$ cat config.mk
export PLATFORM = sky130hd
export DESIGN_NAME = dmem_arbiter
export DESIGN_NICKNAME = d
export VERILOG_FILES = /design/src/rtl/mem_arb_pkg.sv /design/src/rtl/dmem_arbiter_starve_counter.sv /design/src/rtl/dmem_arbiter.sv
export SDC_FILE = /design/constraint.sdc
export NUM_CORES = 1
export LEC_CHECK = 0
export ABC_AREA = 1
export ABC_CLOCK_PERIOD_IN_PS = 3400
export CORE_AREA = 2 2 101 103
export CTS_BUF_LIST = sky130_fd_sc_hd__clkbuf_4
export CTS_CLUSTER_DIAMETER = 30
export CTS_CLUSTER_SIZE = 28
export DETAILED_ROUTE_END_ITERATION = 10
export DIE_AREA = 0 0 103 105
export HOLD_SLACK_MARGIN = 0.03
export PLACE_DENSITY = 0.65
export SLEW_MARGIN = 10
export SYNTH_ARGS = -nofsm -noshare
export SYNTH_HDL_FRONTEND = slang
export SYNTH_HIERARCHICAL = 1
export SYNTH_SLANG_ARGS = --single-unit
$ cat constraint.sdc
create_clock -name clk -period 3.4 [get_ports clk]
set_input_delay 0.34 -clock clk [delete_from_list [all_inputs] [get_ports clk]]
set_output_delay 0.34 -clock clk [all_outputs]
set_load 0.05 [all_outputs]
$ cat src/rtl/mem_arb_pkg.sv
// mem_arb_pkg: shared types and constants for the data-memory arbiter.
//
// Contents:
//   arb_state_e  - arbiter FSM state (ARB = normal priority arbitration,
//                  LOCKED = loader owns the memory exclusively)
//   owner_e      - tag for the requester whose read data returns next cycle
//   DATA_W_DEF   - default data width
//   BE_W         - byte-enable width (DATA_W/8)
//   CNT_W        - starve counter width (covers STARVE_MAX up to 15)
package mem_arb_pkg;

    typedef enum logic [0:0] {
        ARB    = 1'b0,
        LOCKED = 1'b1
    } arb_state_e;

    typedef enum logic [1:0] {
        OWN_NONE = 2'd0,
        OWN_CPU  = 2'd1,
        OWN_LDR  = 2'd2
    } owner_e;

    localparam int DATA_W_DEF = 32;
    localparam int BE_W       = DATA_W_DEF / 8;
    localparam int CNT_W      = 4;

endpackage

$ cat src/rtl/dmem_arbiter_starve_counter.sv
// starve_counter: saturating cycle counter with synchronous clear.
//
// Counts how many consecutive cycles the loader has been denied. Once the
// count reaches MAX it holds there and at_max tells the arbiter to let the
// loader preempt the CPU.
//
// Ports:
//   clk     in   clock, rising edge
//   rst     in   asynchronous active-low reset
//   inc     in   count one more denied cycle (ignored at MAX)
//   clr     in   clear to zero (dominates inc)
//   cnt     out  current count
//   at_max  out  cnt == MAX
module starve_counter
    import mem_arb_pkg::*;
#(
    parameter int MAX = 4
) (
    input  logic             clk,
    input  logic             rst,
    input  logic             inc,
    input  logic             clr,
    output logic [CNT_W-1:0] cnt,
    output logic             at_max
);

    localparam logic [CNT_W-1:0] MAX_C = CNT_W'(MAX);

    always_ff @(posedge clk or negedge rst) begin
        if (!rst) begin
            cnt <= '0;
        end else if (clr) begin
            cnt <= '0;
        end else if (inc && (cnt != MAX_C)) begin
            cnt <= cnt + 1'b1;
        end
    end

    assign at_max = (cnt == MAX_C);

endmodule

$ cat src/rtl/dmem_arbiter.sv
// dmem_arbiter: shares the single-port synchronous data memory between the
// CPU load/store port (primary) and the serial loader port (secondary).
//
// Handshake: a requester raises *_req with *_we/*_addr/*_wdata and holds
// them stable until it sees *_gnt high in the same cycle; the access is
// issued to memory in that cycle. A granted read (we == 0) returns exactly
// one cycle later with *_rvalid high; *_rdata is only meaningful while the
// matching *_rvalid is high. Writes produce no rvalid.
//
// Ports:
//   clk, rst                          clock / asynchronous active-low reset
//   cpu_req/we/addr/wdata             CPU request fields
//   cpu_gnt, cpu_rvalid, cpu_rdata    CPU grant and read return
//   ldr_req/we/addr/wdata, ldr_lock   loader request fields, exclusive-lock
//   ldr_gnt, ldr_rvalid, ldr_rdata    loader grant and read return
//   mem_en/we/addr/wdata, mem_rdata   memory port (1-cycle read latency)
//   locked                            arbiter is in the LOCKED state
//   dbg_state                         current FSM state, for observation
module dmem_arbiter
    import mem_arb_pkg::*;
#(
    parameter int ADDR_W     = 14,
    parameter int DATA_W     = DATA_W_DEF,
    parameter int STARVE_MAX = 4
) (
    input  logic              clk,
    input  logic              rst,

    input  logic              cpu_req,
    input  logic [BE_W-1:0]   cpu_we,
    input  logic [ADDR_W-1:0] cpu_addr,
    input  logic [DATA_W-1:0] cpu_wdata,
    output logic              cpu_gnt,
    output logic              cpu_rvalid,
    output logic [DATA_W-1:0] cpu_rdata,

    input  logic              ldr_req,
    input  logic [BE_W-1:0]   ldr_we,
    input  logic [ADDR_W-1:0] ldr_addr,
    input  logic [DATA_W-1:0] ldr_wdata,
    input  logic              ldr_lock,
    output logic              ldr_gnt,
    output logic              ldr_rvalid,
    output logic [DATA_W-1:0] ldr_rdata,

    output logic              mem_en,
    output logic [BE_W-1:0]   mem_we,
    output logic [ADDR_W-1:0] mem_addr,
    output logic [DATA_W-1:0] mem_wdata,
    input  logic [DATA_W-1:0] mem_rdata,

    output logic              locked,
    output arb_state_e        dbg_state
);

    arb_state_e       state_q, state_d;
    owner_e           owner_q, owner_d;
    logic [CNT_W-1:0] starve_cnt;
    logic             starve_sat;
    logic             starve_inc, starve_clr;

    // ------------------------------------------------------------------
    // Starvation tracking: counts denied loader cycles in ARB only.
    // ------------------------------------------------------------------
    assign starve_inc = ldr_req && !ldr_gnt && (state_q == ARB);
    assign starve_clr = ldr_gnt || !ldr_req || (state_q == LOCKED);

    starve_counter #(
        .MAX (STARVE_MAX)
    ) u_starve (
        .clk    (clk),
        .rst    (rst),
        .inc    (starve_inc),
        .clr    (starve_clr),
        .cnt    (starve_cnt),
        .at_max (starve_sat)
    );

    // ------------------------------------------------------------------
    // FSM state register and read-owner tag
    // ------------------------------------------------------------------
    always_ff @(posedge clk or negedge rst) begin
        if (!rst) begin
            state_q <= ARB;
            owner_q <= OWN_NONE;
        end else begin
            state_q <= state_d;
            owner_q <= owner_d;
        end
    end

    // ------------------------------------------------------------------
    // Grant and next-state logic. Grants are suppressed while reset is
    // asserted so no access reaches memory during reset.
    // ------------------------------------------------------------------
    always_comb begin
        cpu_gnt = 1'b0;
        ldr_gnt = 1'b0;
        state_d = state_q;
        if (rst) begin
            unique case (state_q)
                ARB: begin
                    // Loader wins when the CPU is idle or it has waited
                    // STARVE_MAX denied cycles; otherwise the CPU has priority.
                    if (ldr_req && (!cpu_req || starve_sat)) begin
                        ldr_gnt = 1'b1;
                    end else if (cpu_req) begin
                        cpu_gnt = 1'b1;
                    end
                    if (ldr_gnt && ldr_lock) begin
                        state_d = LOCKED;
                    end
                end
                LOCKED: begin
                    ldr_gnt = ldr_req;
                    // The cycle that samples ldr_lock=0 is still LOCKED.
                    if (!ldr_lock) begin
                        state_d = ARB;
                    end
                end
                default: begin
                    state_d = ARB;
                end
            endcase
        end
    end

    // Read-owner tag for the access issued this cycle.
    always_comb begin
        owner_d = OWN_NONE;
        if (cpu_gnt && (cpu_we == '0)) begin
            owner_d = OWN_CPU;
        end else if (ldr_gnt && (ldr_we == '0)) begin
            owner_d = OWN_LDR;
        end
    end

    // ------------------------------------------------------------------
    // Memory-side mux: fields come from the granted requester, 0 if idle.
    // ------------------------------------------------------------------
    always_comb begin
        mem_we    = '0;
        mem_addr  = '0;
        mem_wdata = '0;
        if (cpu_gnt) begin
            mem_we    = cpu_we;
            mem_addr  = cpu_addr;
            mem_wdata = cpu_wdata;
        end else if (ldr_gnt) begin
            mem_we    = ldr_we;
            mem_addr  = ldr_addr;
            mem_wdata = ldr_wdata;
        end
    end

    assign mem_en = cpu_gnt | ldr_gnt;

    // Read data is shared; the owner tag decides whose rvalid fires.
    assign cpu_rvalid = (owner_q == OWN_CPU);
    assign ldr_rvalid = (owner_q == OWN_LDR);
    assign cpu_rdata  = mem_rdata;
    assign ldr_rdata  = mem_rdata;

    assign locked    = (state_q == LOCKED);
    assign dbg_state = state_q;

endmodule

# == Word level (Yosys, flattened, before mapping) ==
# Cells that the tools add are included.
# totals
reg_bits,7
# classes
addsub,1
eq_ne,4
mux,22
n_bitwise,2
n_reduce_logical,16
# ops
operator,count
two-way mux 32 bit,2
two-way mux 14 bit,2
two-way mux 4 bit,4
two-way mux 1 bit,10
zero test 4 bit,2
logical AND 1 bit,7
"adder 4 x 1 -> 4 bit, second input constant",1
"equality test 4 x 3 -> 1 bit, second input constant",1
two-way mux 2 bit,2
"!= test 4 x 3 -> 1 bit, second input constant",1
one-hot mux 1 bit (2 select lines),2
zero test 1 bit,3
logical OR 1 bit,3
"equality test 2 x 1 -> 1 bit, second input constant",1
"equality test 2 bit, second input constant",1
nonzero test 2 bit,1
NOT 1 bit,1
bitwise OR 1 bit,1

# == Longest topological paths before layout ==
# Gate-level depths: netlist of run 1.
# logic_depth
word_depth,14
ltp_mapped,14
ltp_nobuf,14

# == Modules after synthesis ==
# Netlist of run 1, hierarchy kept.
# by_module_without_submodules
module,n_inst,cells_per_inst,area_per_inst_um2,seq_area_each_um2
dmem_arbiter,1,271,1546.5,75.1
starve_counter,1,32,252.7,100.1

# == Least setup slack after synthesis of run 1 ==
# OpenSTA, ideal clock, no wires.
# synth_path
path_type,register -> output
start,register u_starve.cnt[0]
end,output port mem_addr[0]
arrival_time_ns,1.556
slack_ns,1.504
path_stages_with_launch,10
cell_sequence,dfrtp_1 -> inv_1 -> ha_1 -> nand2_1 -> nor2_2 -> inv_1 -> nand3_2 -> buf_2 -> nand3_1 -> nand2_1
# synth_via
elab_chain_len,10
word_cells_on_any_way,13
cone_classes,1 x eq/ne; 10 x mux; 2 x reduce/logical
# synth_lines
item,line_no,source
"start, declared",dmem_arbiter_starve_counter.sv:23,"output logic [CNT_W-1:0] cnt,"
"start signal, assigned",dmem_arbiter_starve_counter.sv:35,cnt <= cnt + 1'b1;
equality test 4 x 3 -> 1 bit (*),dmem_arbiter_starve_counter.sv:39,assign at_max = (cnt == MAX_C);
via starve_sat,dmem_arbiter.sv:59,logic starve_sat;
logical OR 1 bit (*),dmem_arbiter.sv:105,if (ldr_req && (!cpu_req || starve_sat)) begin
logical AND 1 bit (*),dmem_arbiter.sv:105,
two-way mux 1 bit,dmem_arbiter.sv:105,
two-way mux 1 bit,dmem_arbiter.sv:101,unique case (state_q)
two-way mux 1 bit,dmem_arbiter.sv:100,if (rst) begin
one-hot mux 1 bit (2 select lines),dmem_arbiter.sv:101,
two-way mux 1 bit,dmem_arbiter.sv:100,
two-way mux 14 bit,dmem_arbiter.sv:149,end else if (ldr_gnt) begin
two-way mux 14 bit (*),dmem_arbiter.sv:145,if (cpu_gnt) begin
"end, declared",dmem_arbiter.sv:48,"output logic [ADDR_W-1:0] mem_addr,"
# Mark *: on every way through the listed nets, which the timed path passes. The rest lies on a longest branch. The select of a mux whose other input is x is not followed.

# == Final worst setup path of run 1 ==
# layout_path
start,register u_starve.cnt[0]
end,output port mem_addr[8]
# The elaborated chain is that of the path after synthesis.

==> results of run 1 <==
==> stage by stage <==
step           cell area [um^2]  worst slack (ns)  hold slack [ns]  total power [mW]  instances
2_1_floorplan              1800              1.50           0.0444             0.565        303
3_3_place_gp               2860             0.707            0.561             0.574        516
3_5_place_dp               2860             0.674            0.567             0.577        516
4_1_cts                    2890             0.612            0.380             0.666        520
5_1_grt                    2890             0.427            0.402             0.700        520
6_report                   2890             0.632            0.375             0.658        520
==> power breakdown <==
group	total, mW	internal [mW]	switching (mW)
logic	0.484	0.197	0.287
registers	0.0899	0.0864	0.00351
clock network	0.0841	0.0528	0.0314
==> path summary, 6_finish.rpt <==
check	startpoint	end	slack (ns)	depth (start not counted)
max reg2reg	u_starve/cnt[0]	u_starve/cnt[0]	0.87	14
min reg2reg	u_starve/cnt[2]	u_starve/cnt[2]	0.57	2
max in group asynchronous	rst	dbg_state	2.74	1
max	u_starve/cnt[0]	mem_addr[8]	0.63	11
min	rst	u_starve/cnt[0]	0.37	1
min in group clk	u_starve/cnt[2]	u_starve/cnt[2]	0.57	2
==> sequential cells by signal, indices dropped and copies added, names as in the netlist <==
name	cells
owner_q	2
dbg_state	1
u_starve/cnt	4
==> worst max-delay path: stages (launching register included) <==
cell and delay [ns]:
dfrtp_1 0.40, inv_1 0.09, ha_1 0.20, nand2_1 0.09, nor2_2 0.05, inv_1 0.08, nand2_1 0.06, nand2_2 0.33
buf_4 0.41, nand3_1 0.13, nand2_1 0.11, buf_4 0.20
==> metal layers <==
metal	wire length [um]	vias up	global-route usage (%)
met3	697	10	2.88
li1	-	1095	-
met4	94	0	3.29
met1	2750	959	12.9
met5	0	-	0
met2	3790	126	22.2
==> cells by family (layout without fill, tap and decap cells) <==
kind of cell / Yosys count / in the layout
compound gates: 3 / 3
fa+ha+maj: 2 / 2
buf+inv: 99 / 183
flops: 7 / 7
simple gates: 192 / 192
==> cell type report <==
class	count	area share, %
well taps	133	5.77
inverters	14	1.82
flip-flops and latches	7	6.07
repair buffers	165	52.7
multi-input cells	197	32.6
clock buffers	4	1.04
==> layout by cell type (no fill, tap or decap) <==
master           Yosys  routed
nand4_1              3       3
nand2_2              2       2
buf_12               0       1
clkdlybuf4s50_1      0     108
nand3_1            103     103
nor2_1              10      10
nand3_2              1       1
nor2_8               1       1
nand2_1             68      68
inv_1               12      12
clkbuf_4             0       4
nor2_2               2       2
ha_1                 2       2
dfrtp_1              7       7
buf_4               70      56
o21ai_0              3       3
or2_2                1       1
nor2_4               1       1
inv_2                2       2
==> key figures, run 1 <==
Outcome
  – Status: complete, no violations

Floorplanning
  – Chip Height: 105 um
  – Rows: 36
  – Die ar.: 10,800 um^2
  – Core area: 9640 um^2
  – Die Wd: 103 um
  – Starting Density: 18.7%
  – Top-level port count: 258

Yosys
  – Post-synth top flop: dfrtp_1
  – Synth unique cells: 18
  – Post-synth EDFFs: 0
  – Most common cell in the synthesized netlist: nand3_1
  – Async S/R FF share, synth: 100%
  – Yosys top cell area share: 29.2%
  – Post-Synth Adder-Cell Area: 1.39%
  – Synth Area in XOR/XNOR: 0%
  – Cell area after synthesis: 1800 um^2
  – Total nets after synthesis: 442
  – Mean post-synth cell area: 5.94 um^2
  – Largest family of logic cells by synthesized area: simple AND/OR/NAND/NOR gates
  – Synth area leaders: buf_4 (29%), nand3_1 (29%), nand2_1 (14%)
  – Cell count after synthesis: 303
  – Post-synthesis sequential area ratio: 9.74%
  – Synth Area in Simple Gates: 50.0%
  – Compound-Gate Fraction of Synth Area: 0.834%
  – Mux cell area share after synthesis: 0%
  – Commonest cells in the netlist: nand3_1 (103), buf_4 (70), nand2_1 (68)
  – Synth area leader: buf_4
  – Flops & latches, synth: 7
  – Yosys warning total: 6

Global routing
  – Largest net degree at the start of global routing: 52
  – Initial antenna violation count: 0
  – Global-route wire length before repair: 10,300 um
  – Global Route Usage Sum: 11.9%
  – GRT overflow: 0
  – Vias in the first global route: 2,044

Clock tree
  – CTS tree: yes
  – Later-pin clock latency in the skew report: 0.25 ns
  – Number of setup buffers added after CTS: 0
  – CTS buffer count: 3
  – Clock sinks: 7
  – Clock Path Buffers: 2
  – Hold buffers post-CTS: 0
  – Clk pin slew, worst setup/hold paths: 0.06 ns
  – Cts repair resizes: 0
  – Root buffer cell: clkbuf_4
  – H-tree Lvls: 1

Worst setup path
  – CP max FO: 31
  – Worst path arrival time: 2.43 ns
  – Endpoint class of the critical path: output pin
  – Critical path launch point type: flip-flop
  – Critical Path RT: 3.06 ns
  – Critical path type: flip-flop to output pin

Timing
  – Final TNS setup: 0 ns
  – Slew Limit Headroom: 55.2%
  – Worst slew pin tran: 0.672 ns
  – Slew Viols, Final: 0
  – # setup viols final: 0
  – Max Freq: 0.361 GHz
  – Min Tclk post-route: 2.77 ns
  – Final Hold Violating Endpoints: 0
  – Final period util: 81.4%
  – Clk_skew: 0.00690 ns
  – RSZ-0062 raised after global routing: no

Detailed routing
  – Via Count: 2,190
  – First-pass detailed-route iteration total: 4
  – DRT iter0 DRCs: 126
  – Remaining DRCs: 0
  – Antenna-violating nets left: 0
  – Vias per cell: 4.21
  – Routed WL per cell: 14.1 um
  – Final WL: 7330 um

Finish
  – FF+latch area: 175 um^2
  – Nets@finish: 527
  – Area used by multi-input combinational logic: 940 um^2
  – Post-Route Utilization: 29.9%
  – Fill cell count: 1,079
  – ANT cells: 0
  – Area growth, synth to finish: 60.4%
  – Share of cells above drive strength 1: 18.3%

Power and ir drop
  – Power per cell area: 228 nW/um^2
  – VDD IR-drop max: 0.130 mV
  – Leak Pwr: 1.44 nW

Place
  – Post-DP HPWL: 5710 um
  – Port Buffers: 161
  – Global placer's final weighted congestion: 0.870

Min path
  – Hold WC Path Type: primary input to async pin

Job
  – Max cap viols: 0
Power figures use the tool's default switching activity.
==> inputs of run 2 (changes only) <==
--- a/config.mk
+++ b/config.mk
@@ -6,15 +6,15 @@
 export NUM_CORES = 1
 export LEC_CHECK = 0
 export ABC_AREA = 1
-export ABC_CLOCK_PERIOD_IN_PS = 3400
-export CORE_AREA = 2 2 101 103
+export ABC_CLOCK_PERIOD_IN_PS = 2780
+export CORE_AREA = 2 2 99 101
 export CTS_BUF_LIST = sky130_fd_sc_hd__clkbuf_4
 export CTS_CLUSTER_DIAMETER = 30
 export CTS_CLUSTER_SIZE = 28
 export DETAILED_ROUTE_END_ITERATION = 10
-export DIE_AREA = 0 0 103 105
+export DIE_AREA = 0 0 101 103
 export HOLD_SLACK_MARGIN = 0.03
-export PLACE_DENSITY = 0.65
+export PLACE_DENSITY = 0.68
 export SLEW_MARGIN = 10
 export SYNTH_ARGS = -nofsm -noshare
 export SYNTH_HDL_FRONTEND = slang
==> constraint.sdc (replaced) <==
create_clock -name clk -period 2.78 [get_ports clk]
set_input_delay 0.278 -clock clk [delete_from_list [all_inputs] [get_ports clk]]
set_output_delay 0.278 -clock clk [all_outputs]
set_load 0.05 [all_outputs]
==> key figures, run 2 (synthesis gave the netlist of run 1 again) <==
Outcome
  – Status: complete, no violations

Global routing
  – Global-route wire length before repair: 10,700 um (+4.3%)
  – Vias in the first global route: 2,105 (+3.0%)
  – Initial antenna violation count: 0 (unchanged)
  – GR met2 Demand/Resource: 21.6% (-0.63 points)
  – Largest net degree at the start of global routing: 33 (-37%)
  – M3 GR Usage: 4.47% (+1.6 points)
  – GRT overflow: 0 (unchanged)
  – GRT met1 Usage: 14.9% (+2.0 points)
  – GRT Max-Usage Layer: met2
  – Global Route Usage Sum: 12.7% (+0.83 points)

Timing
  – Min Tclk post-route: 2.53 ns
  – RSZ-0062 raised after global routing: no
  – Final period util: 90.9%
  – Max Freq: 0.396 GHz
  – Worst hold slack: 0.203 ns (-0.172 ns)
  – # setup viols final: 0 (unchanged)
  – Clk_skew: 0.00280 ns (-0.00410 ns)
  – Slew Viols, Final: 0 (unchanged)
  – Worst slew pin tran: 0.501 ns (-0.171 ns)
  – Final Hold Violating Endpoints: 0 (unchanged)
  – Final TNS setup: 0 ns (unchanged)
  – Slew Limit Headroom: 66.5% (+11 points)

Floorplanning
  – Die ar.: 10,400 um^2 (-3.8%)
  – Die Wd: 101 um (-1.9%)
  – Starting Density: 19.0% (+0.36 points)
  – Rows: 36 (unchanged)
  – Top-level port count: 258 (unchanged)
  – Chip Height: 103 um (-1.9%)
  – Core area: 9460 um^2 (-1.9%)

Clock tree
  – Clk pin slew, worst setup/hold paths: 0.06 ns (about the same)
  – Clock sinks: 7 (unchanged)
  – Clock Path Buffers: 2 (unchanged)
  – CTS buffer count: 3 (unchanged)
  – H-tree Lvls: 1 (unchanged)
  – Root buffer cell: clkbuf_4
  – Hold buffers post-CTS: 0 (unchanged)
  – Number of setup buffers added after CTS: 0 (unchanged)
  – CTS tree: yes
  – Cts repair resizes: 0 (unchanged)
  – Later-pin clock latency in the skew report: 0.25 ns (about the same)

Job
  – Max cap viols: 0 (unchanged)

Detailed routing
  – Remaining DRCs: 0 (unchanged)
  – First-pass detailed-route iteration total: 4 (unchanged)
  – Routed WL per cell: 14.7 um (+4.2%)
  – DRT iter0 DRCs: 113 (-10%)
  – Antenna-violating nets left: 0 (unchanged)
  – Vias per cell: 4.50 (+6.8%)
  – Via Count: 2,262 (+3.3%)
  – Final WL: 7390 um (+0.78%)

Worst setup path
  – Top delay family on crit path: simple AND/OR/NAND/NOR gates
  – Critical path type: flip-flop to output pin
  – Worst reg2reg startpoint: u_starve/cnt[0]
  – R2R Setup Slk: 0.51 ns (-0.36 ns)
  – R2R depth: 13 (-1)
  – CP max FO: 32 (+3.2%)
  – Worst path arrival time: 2.25 ns (-0.18 ns)
  – Crit-path cells: inv_1 -> ha_1 -> nand2_1 -> nor2_2 -> inv_1 -> nand3_2 -> buf_12 -> nand3_1 -> nand2_1 -> buf_12
  – Worst path max stage delay: 0.39 ns (-0.02 ns)
  – Worst setup path start: u_starve/cnt[0]
  – Endpoint class of the critical path: output pin
  – Crit-path slowest cell: dfrtp_1
  – Critical path launch point type: flip-flop
  – Critical path buffers and inverters: 4 (unchanged)
  – Critical Path RT: 2.50 ns (-0.56 ns)
  – FF-to-FF End: u_starve/cnt[0]

Finish
  – Most frequent cells in the layout: clkdlybuf4s50_1 (108), nand3_1 (103), nand2_1 (68)
  – Area growth, synth to finish: 98.1%
  – Nets@finish: 529 (+0.38%)
  – Share of cells above drive strength 1: 18.8% (+0.42 points)
  – Top reg by flops: u_starve/cnt
  – Commonest non-fill, non-tap cell in the layout: clkdlybuf4s50_1
  – ANT cells: 0 (unchanged)
  – Fill cell count: 967 (-10%)
  – Largest register FFs: 4 (unchanged)
  – Filler-free cell count of the finished design: 503 (-3.3%)

Min path
  – Hold WC Path Type: primary input to async pin

Place
  – Dpl cells: 499 (-3.3%)
  – Global placer's final weighted congestion: 0.743 (-15%)
  – Post-DP HPWL: 5910 um (+3.5%)
  – Port Buffers: 161 (unchanged)

Power and ir drop
  – Power per cell area: 273 nW/um^2 (+20%)
  – Leak Pwr: 1.63 nW (+13%)
  – VDD IR-drop max: 0.193 mV (+48%)
run 2: worst max-delay path by stage:
stage                      end  slack (ns)  cells after the start
2_1_floorplan      mem_addr[0]        0.95                      9
3_3_place_gp     mem_wdata[29]        0.53                     10
3_5_place_dp   u_starve/cnt[2]        0.48                     14
4_1_cts          mem_wdata[14]        0.22                     10
5_1_grt          mem_wdata[14]        0.03                     10
6_report         mem_wdata[14]        0.25                     10
run 2: area by class of cell:
cell class                      instances  area (um^2)  share of cell area, %
Tap cell                              114          143                   4.00
Inverter                               14         52.6                   1.47
Multi-Input combinational cell        197          940                   26.4
Clock buffer                            4         30.0                  0.842
Sequential cell                         7          175                   4.91
Timing Repair Buffer                  167         2220                   62.4
run 2: per-stage QoR:
step	setup WS, ns	power, mW	util [%]	area, um^2
floorplan	0.946	0.691	-	1800
global placement	0.534	0.866	37.4	3530
detailed placement	0.478	0.874	37.4	3530
CTS	0.219	0.984	37.7	3560
global route	0.0317	1.03	37.7	3560
finish	0.252	0.974	37.7	3560
run 2: power by group:
part           total, mW  switching, mW  internal [mW]
Clock              0.106         0.0411         0.0648
Combinational      0.759          0.384          0.375
Sequential         0.109        0.00373          0.106
run 2: layer usage:
metal | part of all wire (%) | vias to the layer above | wire (um)
met5 | 0 | - | 0
met4 | 2.9 | 0 | 216
met3 | 9.4 | 32 | 698
met2 | 51 | 108 | 3740
met1 | 37 | 1021 | 2730
li1 | - | 1101 | -
